File: src/rtl/dsp_chain_collector.sv
// Collection stage for the dsp_chain_no_en MAC chain: tracks sample validity
// through the chain's fixed latency, formats each valid 32-bit result to 16 bits
// (round, shift, saturate) and buffers it in a first-word-fall-through FIFO.
// The chain cannot stall, so results arriving while the FIFO is full are dropped
// and flagged on the sticky overflow output.
module dsp_chain_collector #(
    parameter int DATA_W  = 32,
    parameter int OUT_W   = 16,
    parameter int LATENCY = 7,
    parameter int SHIFT   = 0,
    parameter int DEPTH   = 8
) (
    input  logic                     clk,
    input  logic                     rst_n,
    input  logic                     in_valid,
    input  logic [DATA_W-1:0]        p_in,
    input  logic                     flush,
    input  logic                     clear_ovf,
    output logic                     out_valid,
    output logic [OUT_W-1:0]         out_data,
    input  logic                     out_ready,
    output logic [$clog2(DEPTH):0]   level,
    output logic                     overflow
);

    localparam int AW = $clog2(DEPTH);
    localparam int RND_SH = (SHIFT > 0) ? SHIFT - 1 : 0;
    // Half-LSB of the shifted result; rounds half toward +infinity.
    localparam logic [DATA_W:0] RND = (SHIFT > 0) ? ((DATA_W + 1)'(1) << RND_SH) : '0;
    localparam logic [AW:0] FULL_LVL = (AW + 1)'(DEPTH);

    logic [LATENCY-1:0]       v;
    logic                     wr;
    logic                     pop;
    logic                     full;
    logic                     push;
    logic                     drop;
    logic [AW-1:0]            wr_ptr;
    logic [AW-1:0]            rd_ptr;
    logic [OUT_W-1:0]         mem [DEPTH];
    logic signed [DATA_W:0]   rnd;
    logic signed [DATA_W:0]   shd;
    logic [DATA_W-OUT_W+1:0]  hi;
    logic [OUT_W-1:0]         fmt;

    // Round, arithmetic shift and saturate the chain result.
    always_comb begin
        rnd = $signed({p_in[DATA_W-1], p_in}) + $signed(RND);
        shd = rnd >>> SHIFT;
        // In range when every bit above the output sign bit matches it.
        hi  = shd[DATA_W:OUT_W-1];
        if ((&hi) || !(|hi)) begin
            fmt = shd[OUT_W-1:0];
        end else if (shd[DATA_W]) begin
            fmt = {1'b1, {(OUT_W - 1){1'b0}}};
        end else begin
            fmt = {1'b0, {(OUT_W - 1){1'b1}}};
        end
    end

    // FIFO handshake decode and FWFT output.
    always_comb begin
        wr        = v[LATENCY-1];
        out_valid = (level != '0);
        full      = (level == FULL_LVL);
        pop       = out_valid & out_ready;
        push      = wr & (~full | pop);
        // A write discarded by flush is not a drop.
        drop      = wr & full & ~pop & ~flush;
        out_data  = out_valid ? mem[rd_ptr] : '0;
    end

    // Valid pipe matching the chain latency.
    always_ff @(posedge clk or negedge rst_n) begin
        if (!rst_n) begin
            v <= '0;
        end else if (flush) begin
            v <= '0;
        end else begin
            v[0] <= in_valid;
            for (int i = 1; i < LATENCY; i++) begin
                v[i] <= v[i-1];
            end
        end
    end

    // Pointers and occupancy count.
    always_ff @(posedge clk or negedge rst_n) begin
        if (!rst_n) begin
            wr_ptr <= '0;
            rd_ptr <= '0;
            level  <= '0;
        end else if (flush) begin
            wr_ptr <= '0;
            rd_ptr <= '0;
            level  <= '0;
        end else begin
            if (push) wr_ptr <= wr_ptr + 1'b1;
            if (pop)  rd_ptr <= rd_ptr + 1'b1;
            case ({push, pop})
                2'b10:   level <= level + 1'b1;
                2'b01:   level <= level - 1'b1;
                default: level <= level;
            endcase
        end
    end

    // Sticky overflow; a drop in the same cycle beats clear_ovf.
    always_ff @(posedge clk or negedge rst_n) begin
        if (!rst_n) begin
            overflow <= 1'b0;
        end else if (drop) begin
            overflow <= 1'b1;
        end else if (clear_ovf) begin
            overflow <= 1'b0;
        end
    end

    // FIFO storage, intentionally not reset.
    always_ff @(posedge clk) begin
        if (push && !flush) begin
            mem[wr_ptr] <= fmt;
        end
    end

endmodule
File: config.mk
export PLATFORM = sky130hd
export DESIGN_NAME = dsp_chain_collector
export DESIGN_NICKNAME = d
export VERILOG_FILES = /design/src/rtl/dsp_chain_collector.sv
export SDC_FILE = /design/constraint.sdc
export NUM_CORES = 1
export LEC_CHECK = 0
export CORE_MARGIN = 1
export CORE_UTILIZATION = 56
export DETAILED_ROUTE_END_ITERATION = 16
export HOLD_SLACK_MARGIN = 0.06
export MAX_ROUTING_LAYER = met4
export PLACE_DENSITY = 0.77
export SYNTH_ARGS = -nofsm -noshare
export SYNTH_HDL_FRONTEND = slang
export SYNTH_SLANG_ARGS = --single-unit
File: constraint.sdc
create_clock -name clk -period 4.1 [get_ports clk]
set_clock_uncertainty 0.2 [all_clocks]
set_input_delay 0.615 -clock clk [delete_from_list [all_inputs] [get_ports clk]]
set_output_delay 0.615 -clock clk [all_outputs]
set_load 0.03 [all_outputs]
After elaboration in Yosys (flattened, before gate mapping)
Memories as Yosys holds them, arrays and structs flattened.
Cells that the tools add are included.
{"block": "word_totals", "regBits": 18, "ram_bits": 128, "output_inout_bits": 22, "elab_cells": 47, "memories": 1}
{"block": "op_classes", "n_addsub": 4, "n_eq_ne": 3, "mux": 14, "bitwise": 9, "reduce_logical": 11}
{"name": "mem", "depth": 8, "width": 16, "read_ports": 1, "rd_clocked_by_memory_dff": 0, "wr": 1, "line": "40", "source": "logic [OUT_W-1:0] mem [DEPTH];"}
{"cell": "16-bit two-way mux", "n": 3}
{"cell": "17-bit AND reduction", "n": 1}
{"cell": "17-bit OR reduction", "n": 1}
{"cell": "3-bit two-way mux", "n": 4}
{"cell": "4-bit one-hot mux with 2 select lines", "n": 1}
{"cell": "7-bit two-way mux", "n": 1}
{"cell": "3-bit by 1-bit adder with 3-bit output (second input constant)", "n": 2}
{"cell": "2-bit nonzero test", "n": 3}
{"cell": "1-bit AND", "n": 5}
{"cell": "4-bit by 1-bit adder with 4-bit output (second input constant)", "n": 1}
{"cell": "4-bit equality test (second input constant)", "n": 1}
{"cell": "1-bit two-way mux", "n": 4}
{"cell": "4-bit two-way mux", "n": 1}
{"cell": "4-bit nonzero test", "n": 1}
{"cell": "4-bit by 1-bit subtractor with 4-bit output (second input constant)", "n": 1}
{"cell": "1-bit NOT", "n": 3}
{"cell": "3-bit nonzero test", "n": 1}
{"cell": "2-bit by 1-bit equality test with 1-bit output (second input constant)", "n": 1}
{"cell": "2-bit equality test (second input constant)", "n": 1}
{"cell": "1-bit zero test", "n": 2}
{"cell": "1-bit logical AND", "n": 1}
{"cell": "1-bit logical OR", "n": 1}
{"cell": "1-bit bitwise OR", "n": 1}

Logic depth before layout (Yosys ltp)
Gate-level depths: netlist of the first run.
{"block": "depth", "depth_word": 7, "mapped_depth": 9, "ltp_nobuf": 8}

Worst setup path before layout of the first run
Ideal clock, no wire load.
{"block": "synth_timing", "path_kind": "register -> register", "from": "register level[0]", "to": "memory mem[1][0], enable pin", "setup_ns": 0.409, "arrival_time_ns": 2.619, "required_ns": 3.491, "setup_slack_ns": 0.871, "path_stages_with_launch": 6, "cell_sequence": "dfrtp_1 -> buf_4 -> or3_2 -> o21ai_2 -> or3b_2 -> nor3_1"}
{"block": "synth_between", "elab_chain_len": 7}
{"item": "from (decl)", "line": "22", "source": "output logic [$clog2(DEPTH):0] level,"}
{"item": "from (signal assigned)", "line": "101", "source": "2'b10: level <= level + 1'b1;"}
{"item": "from (signal assigned)", "line": "102", "source": "2'b01: level <= level - 1'b1;"}
{"item": "from (signal assigned)", "line": "103", "source": "default: level <= level;"}
{"item": "4-bit nonzero test / 4-bit equality test (equally long branches)", "line": "64, 65"}
{"item": "1-bit AND / 1-bit NOT (equally long branches)", "line": "66, 67"}
{"item": "1-bit bitwise OR (*)", "line": "67", "source": "push = wr & (~full | pop);"}
{"item": "1-bit AND (*)", "line": "67"}
{"item": "1-bit logical AND (*)", "line": "121", "source": "if (push && !flush) begin"}
{"item": "1-bit two-way mux (*)", "line": "121"}
{"item": "1-bit two-way mux (not written as such) (*)", "line": "122", "source": "mem[wr_ptr] <= fmt;"}
{"item": "to (decl)", "line": "40"}
Every way passes the cells marked *; elsewhere a longest branch is shown, timed or not.

Worst setup path in the final report of the first run
{"block": "layout_timing", "from": "register rd_ptr[0]", "to": "output port out_data[5]"}
{"block": "layout_between", "elab_chain_len": 2}
{"item": "from (decl)", "line": "39", "source": "logic [AW-1:0] rd_ptr;"}
{"item": "from (signal assigned)", "line": "99", "source": "if (pop) rd_ptr <= rd_ptr + 1'b1;"}
{"item": "memory 8 x 16 bit"}
{"item": "16-bit two-way mux", "line": "70", "source": "out_data = out_valid ? mem[rd_ptr] : '0;"}
{"item": "to (decl)", "line": "20", "source": "output logic [OUT_W-1:0] out_data,"}
No other way between the ends.

==> out/metrics.csv, run 1 <==
stage;metric;value;unit
outcome;status;completed;
clock_tree;htree depth;4;
sta;Least-Margin Pin Slew;0.821;ns
clock_tree;CTS max path bufs;2;
final_layout;fill cell count;651;
yosys;sequential fraction of the synthesis area;71.5;%
floorplan;Die ar.;11100;sq um
worst_setup_path;Crit path buffers/inverters;2;
worst_setup_path;crit-path max FO;19;
clock_tree;CTS Hold Bufs;0;
detailed_routing;TritonRoute pass-1 iters;4;
min_path;hold_sp;v[2];
power_and_ir_drop;Leak Pwr;2.51;nW
yosys;cells after synthesis;329;
final_layout;post-route non-filler standard cell count;555;
worst_setup_path;CP Data Required Time;3.28;ns
clock_tree;Post-CTS Setup Inserts;0;
detailed_routing;Vias;3321;
detailed_routing;DR WL/cell;21.7;um
yosys;post-synth top area cell;edfxtp_1;
worst_setup_path;startpoint types;flip-flop;
sta;final setup TNS;0;ns
yosys;Avg Inst Size Synth;18.3;sq um
floorplan;Die H;106;um
yosys;Ys Warns;0;
clock_tree;Clock transition at path regs;0.06;ns
detailed_routing;final wirelength;12000;um
worst_setup_path;Top delay family on crit path;buffers and inverters;
clock_tree;Clock Tree Root;clkbuf_8;
global_route;first-pass GRT wire length;19100;um
global_route;largest net degree at the start of global routing;35;
power_and_ir_drop;Worst VDD drop;0.268;mV
sta;RSZ-0062 raised after global routing;no;
clock_tree;clock latency at the later pin of the worst-skew pair;0.52;ns
final_layout;Post-Layout Inst Area;7450;sq um
yosys;Mapped Nets;371;
worst_setup_path;reg-to-reg startpoint;level[1];
final_layout;Reg area;4300;sq um
worst_setup_path;WP data arrival;2.99;ns
placement;DP Worst Slack;0.833;ns
sta;final setup fails;0;
sta;min Tclk post-route;3.81;ns
floorplan;Initial Utilization;57.9;%
yosys;Area contributors post-synth;edfxtp_1 (64%), mux4_2 (12%), dfrtp_1 (7.5%);
yosys;EDFF count, synth;128;
clock_tree;post-cts sizing count;0;
global_route;GRT Overall Usage;24.7;%
floorplan;IO Pins;60;
final_layout;Area Overhead vs Synth;23.9;%
floorplan;Core ar.;10400;sq um
yosys;Top FF cell, synth;edfxtp_1;
min_path;worst hold path type;reg2reg;
yosys;Yosys cell types;46;
run;MaxCap Viol Count;0;
sta;Fmax achieved;263;MHz
final_layout;final core occ;71.8;%
yosys;Synth top area share;64.0;%
detailed_routing;1st-iter DRT viols;282;
sta;Hold Fails Final Rpt;0;
final_layout;share of layout cells above drive strength 1;21.7;%
global_route;vias in the first global route;3509;
floorplan;# rows;37;
yosys;Post-Syn Area;6010;sq um
placement;dpl hpwl;7330;um
sta;relative slew slack;45.3;%
worst_setup_path;crit path from;rd_ptr[0];
detailed_routing;post-route DRC violation count;0;
final_layout;multi-input logic area;1630;sq um
worst_setup_path;critical path's slowest cell;dfrtp_2;
worst_setup_path;Worst Setup End Kind;output port;
global_route;initial antenna violation count;0;
detailed_routing;post-route ant nets;0;
final_layout;ant diodes;0;
worst_setup_path;CP Class;reg2out;
yosys;number of synthesized register bits;146;
sta;final worst setup slack;0.295;ns
yosys;post-synthesis async set-or-reset flop share;12.3;%
placement;Port Buffers;59;
sta;Tcrit/Tclk final;92.8;%
placement;placed cells;525;
worst_setup_path;delay of the slowest critical-path stage;0.79;ns
clock_tree;CTS buffer count;17;
placement;Placement Cell Area;6890;sq um
final_layout;nets;450;
clock_tree;CTS sink count;146;
sta;Hold WS;0.270;ns
sta;Final Max Slew Viols;0;
detailed_routing;routed vias/inst;5.98;
global_route;grt ovf;0;
power_and_ir_drop;Final Power;3.19;mW
floorplan;chip width;106;um
placement;Placer Congestion;0.774;
power_and_ir_drop;Power Density;428;nW/um^2
clock_tree;TritonCTS clock tree;built;
worst_setup_path;ordered cell list for the critical path;buf_12, mux4_2, mux2i_1, nor2_1, clkdlybuf4s50_1;
logic make-up (layout without fill, tap and decap cells):
group | Yosys count | count (layout) | synth area share, %
compound gates | 34 | 34 | 4.21
fa+ha+maj | 4 | 4 | 0.833
simple gates | 69 | 69 | 6.10
buf+inv | 21 | 111 | 1.65
flops | 146 | 146 | 71.5
xor+xnor | 5 | 5 | 0.729
mux | 50 | 50 | 15.0
registers in the layout (all words and copies together) (netlist names):
register / count
v: 7
wr_ptr: 3
overflow: 1
mem: 128
rd_ptr: 3
level: 4
area by class of cell:
type | instances | share of cell area [%]
inverter | 3 | 0.151
clock inverter | 11 | 1.88
timing repair buffer | 78 | 10.5
clock buffer | 19 | 5.66
multi-input combinational | 162 | 21.8
sequential | 146 | 57.7
tap | 136 | 2.28
cell usage in the layout, fill, tap and decap left out, types with 2 or more instances in the layout:
| cell | instances |
|---|---|
| bufinv_16 | 3 |
| a21o_1 | 15 |
| xor2_1 | 3 |
| nor2_1 | 28 |
| xnor2_1 | 2 |
| nor3_1 | 2 |
| clkdlybuf4s50_1 | 59 |
| nand3_1 | 3 |
| clkinvlp_4 | 3 |
| nand2_1 | 4 |
| o21ai_0 | 3 |
| nand4_1 | 4 |
| nor4_1 | 4 |
| o41ai_1 | 2 |
| dfrtp_1 | 17 |
| clkbuf_16 | 16 |
| mux4_2 | 32 |
| mux2i_1 | 17 |
| clkinv_2 | 3 |
| edfxtp_1 | 128 |
| or3_1 | 2 |
| ha_1 | 4 |
| buf_12 | 4 |
| o211ai_1 | 2 |
| a21oi_1 | 4 |
| inv_1 | 2 |
| buf_4 | 15 |
| clkbuf_1 | 2 |
| nand2b_1 | 4 |
| nor2b_1 | 7 |
| nor3_2 | 2 |
final timing paths:
check / slack, ns / cells past startpoint / end
max: 0.29 / 5 / out_data[5]
min reg2reg: 0.27 / 1 / v[3]
max in group asynchronous: 2.78 / 1 / rd_ptr[0]
max reg2reg: 1.33 / 8 / level[3]
min: 0.27 / 1 / v[3]
min in group asynchronous: 0.36 / 1 / v[0]
per-layer routing:
| layer | wire, um | share of wire [%] | global-route usage, % | up-vias |
|---|---|---|---|---|
| li1 | - | - | - | 1473 |
| met1 | 5090 | 42 | 31.5 | 1701 |
| met2 | 6100 | 51 | 39.1 | 135 |
| met3 | 740 | 6.1 | 6.49 | 12 |
| met4 | 110 | 0.91 | 8.33 | 0 |
| met5 | 0 | 0 | - | - |
synth_stat cells, types with 7 or more instances:
library cell	number
mux4_2	32
nor2b_1	7
a21o_1	15
nor2_1	28
mux2i_1	17
edfxtp_1	128
clkbuf_1	7
dfrtp_1	18
buf_2	7
power breakdown:
| group | total (mW) | internal, mW | switching [mW] |
|---|---|---|---|
| sequential | 1.63 | 1.62 | 0.00152 |
| combinational | 0.0952 | 0.0471 | 0.0481 |
| clock | 1.47 | 0.914 | 0.553 |
| total | 3.19 | 2.58 | 0.603 |
No activity file was read; power rests on OpenSTA's default activity.
==> inputs of run 2 (changes only) <==
--- a/config.mk
+++ b/config.mk
@@ -6,11 +6,11 @@
 export NUM_CORES = 1
 export LEC_CHECK = 0
 export CORE_MARGIN = 1
-export CORE_UTILIZATION = 56
+export CORE_UTILIZATION = 51
 export DETAILED_ROUTE_END_ITERATION = 16
 export HOLD_SLACK_MARGIN = 0.06
 export MAX_ROUTING_LAYER = met4
-export PLACE_DENSITY = 0.77
+export PLACE_DENSITY = 0.73
 export SYNTH_ARGS = -nofsm -noshare
 export SYNTH_HDL_FRONTEND = slang
 export SYNTH_SLANG_ARGS = --single-unit
==> constraint.sdc (replaced) <==
create_clock -name clk -period 3.3 [get_ports clk]
set_clock_uncertainty 0.2 [all_clocks]
set_input_delay 0.495 -clock clk [delete_from_list [all_inputs] [get_ports clk]]
set_output_delay 0.495 -clock clk [all_outputs]
set_load 0.03 [all_outputs]
==> run 2 against run 1 <==
Global-route usage down 2.8 points. Count of clock-buffer cells in the layout unchanged. Flip-flop and latch count unchanged. Routed wire length down 0.34%. Cell count up 2.5%. Sequential share of layout area down 0.49 points. Non-clock buffer count up 7. Clock power up 20%. Die area up 9.6%. Worst setup slack worse by 0.18 ns. Critical path type unchanged. Critical endpoint is now out_data[3]. Largest cell class unchanged.
==> out/metrics.csv, run 2 (synthesized netlist as in run 1, its figures left out) <==
stage;metric;value;unit
sta;final setup TNS;0;ns
worst_setup_path;ordered cell list for the critical path;or3_2, nor2_2, buf_4, nor2_1, clkdlybuf4s50_1;
min_path;WHS Endpoint;v[3];
placement;DP Worst Slack;0.324;ns
detailed_routing;routed vias/inst;5.90;
placement;placed cells;536;
clock_tree;CTS Hold Bufs;0;
detailed_routing;top layer in use;met4;
worst_setup_path;WP data arrival;2.49;ns
global_route;grt ovf;0;
detailed_routing;1st-iter DRT viols;203;
final_layout;final core occ;65.5;%
placement;Port Buffers;59;
global_route;GRT Overall Usage;21.8;%
placement;dpl hpwl;7470;um
min_path;depth of the worst hold-timing path;1;
worst_setup_path;CP Class;reg2out;
power_and_ir_drop;Worst VDD drop;0.334;mV
sta;relative slew slack;46.3;%
worst_setup_path;Crit path buffers/inverters;2;
sta;min Tclk post-route;3.19;ns
sta;Hold Fails Final Rpt;0;
placement;Placer Congestion;0.759;
final_layout;Top Registers;mem x128, v x7, level x4;
detailed_routing;Routed met3 length;592;um
worst_setup_path;critical path's slowest cell;clkdlybuf4s50_1;
worst_setup_path;R2R cell count;8;
clock_tree;Clock Tree Root;clkbuf_16;
worst_setup_path;Worst Setup End Kind;output port;
floorplan;chip width;111;um
sta;RSZ-0062 raised after global routing;no;
global_route;largest net degree at the start of global routing;27;
min_path;worst hold path type;reg2reg;
worst_setup_path;startpoint types;flip-flop;
min_path;hold_sp;v[2];
detailed_routing;Vias;3355;
clock_tree;CTS max path bufs;2;
worst_setup_path;delay of the slowest critical-path stage;0.60;ns
floorplan;Die ar.;12200;sq um
worst_setup_path;CP Data Required Time;2.60;ns
sta;final setup fails;0;
power_and_ir_drop;Leak Pwr;2.78;nW
sta;Least-Margin Pin Slew;0.803;ns
worst_setup_path;R2R Setup Slk;0.55;ns
floorplan;Initial Utilization;52.4;%
detailed_routing;post-route DRC violation count;0;
sta;Tcrit/Tclk final;96.6;%
sta;Fmax achieved;314;MHz
clock_tree;clock latency at the later pin of the worst-skew pair;0.41;ns
final_layout;Post-Layout Inst Area;7520;sq um
detailed_routing;DR WL/cell;21.1;um
detailed_routing;TritonRoute pass-1 iters;5;
final_layout;ant diodes;0;
sta;Hold WS;0.265;ns
global_route;first-pass GRT wire length;19000;um
final_layout;Area Overhead vs Synth;25.1;%
final_layout;most common cell after layout, fill and taps aside;edfxtp_1;
floorplan;# rows;39;
worst_setup_path;reg-to-reg startpoint;level[0];
placement;Placement Cell Area;6900;sq um
worst_setup_path;end of the worst register-to-register path;level[3];
clock_tree;TritonCTS clock tree;built;
detailed_routing;post-route ant nets;0;
clock_tree;CTS sink count;146;
floorplan;IO Pins;60;
power_and_ir_drop;Power Density;520;nW/um^2
final_layout;Biggest register;mem;
final_layout;nets;457;
clock_tree;htree depth;4;
final_layout;post-route non-filler standard cell count;569;
sta;Final Max Slew Viols;0;
worst_setup_path;crit-path max FO;11;
detailed_routing;met2 routed WL;6190;um
detailed_routing;final wirelength;12000;um
clock_tree;Clock transition at path regs;0.06;ns
clock_tree;CTS buffer count;17;
worst_setup_path;Top delay family on crit path;simple AND/OR/NAND/NOR gates;
final_layout;commonest non-fill, non-tap cells in the layout;edfxtp_1 (128), clkdlybuf4s50_1 (45), mux4_2 (32);
sta;final worst setup slack;0.111;ns
floorplan;Core ar.;11500;sq um
detailed_routing;M1 WL;5060;um
power_and_ir_drop;Final Power;3.91;mW
final_layout;share of layout cells above drive strength 1;22.5;%
floorplan;Die H;111;um
global_route;initial antenna violation count;0;
global_route;vias in the first global route;3535;
final_layout;Largest register FFs;128;
run;MaxCap Viol Count;0;
outcome;status;completed;
==> run 2: how the worst max path moves through the flow <==
stage | slack [ns] | from | endpoint | cells past startpoint
floorplan | 0.07 | level[0] | mem[1][0] | 5
global placement | 0.40 | out_ready | level[3] | 9
detailed placement | 0.32 | out_ready | level[3] | 9
CTS | 0.008 | level[1] | out_data[9] | 5
global route | 0.02 | level[1] | out_data[3] | 5
finish | 0.11 | level[1] | out_data[3] | 5
==> run 2: where the power goes <==
group	internal [mW]	switching, mW
sequential	2.02	0.00134
combinational	0.0593	0.0591
clock	1.09	0.675
total	3.17	0.735
==> run 2: layout make-up <==
cell class              instances  area, sq um
multi-input cells             162         1630
repair buffers                 85          855
inverters                       3         11.3
clock buffers                  19          433
clock inverters                11          115
flip-flops and latches        146         4300
well taps                     143          179
fillers                       755         3950
==> run 2: what timing repair did <==
action	in CTS	in global routing
resized for setup	2	13
setup endpoints to repair	3	14
gates cloned	0	0
pin swaps	0	0
buffers inserted	0	3
==> run 2: per-layer routing <==
metal | up-vias | track usage (%)
li1 | 1489 | -
met1 | 1738 | 27.3
met2 | 109 | 34.8
met3 | 19 | 5.05
met4 | 0 | 8.80
met5 | - | -
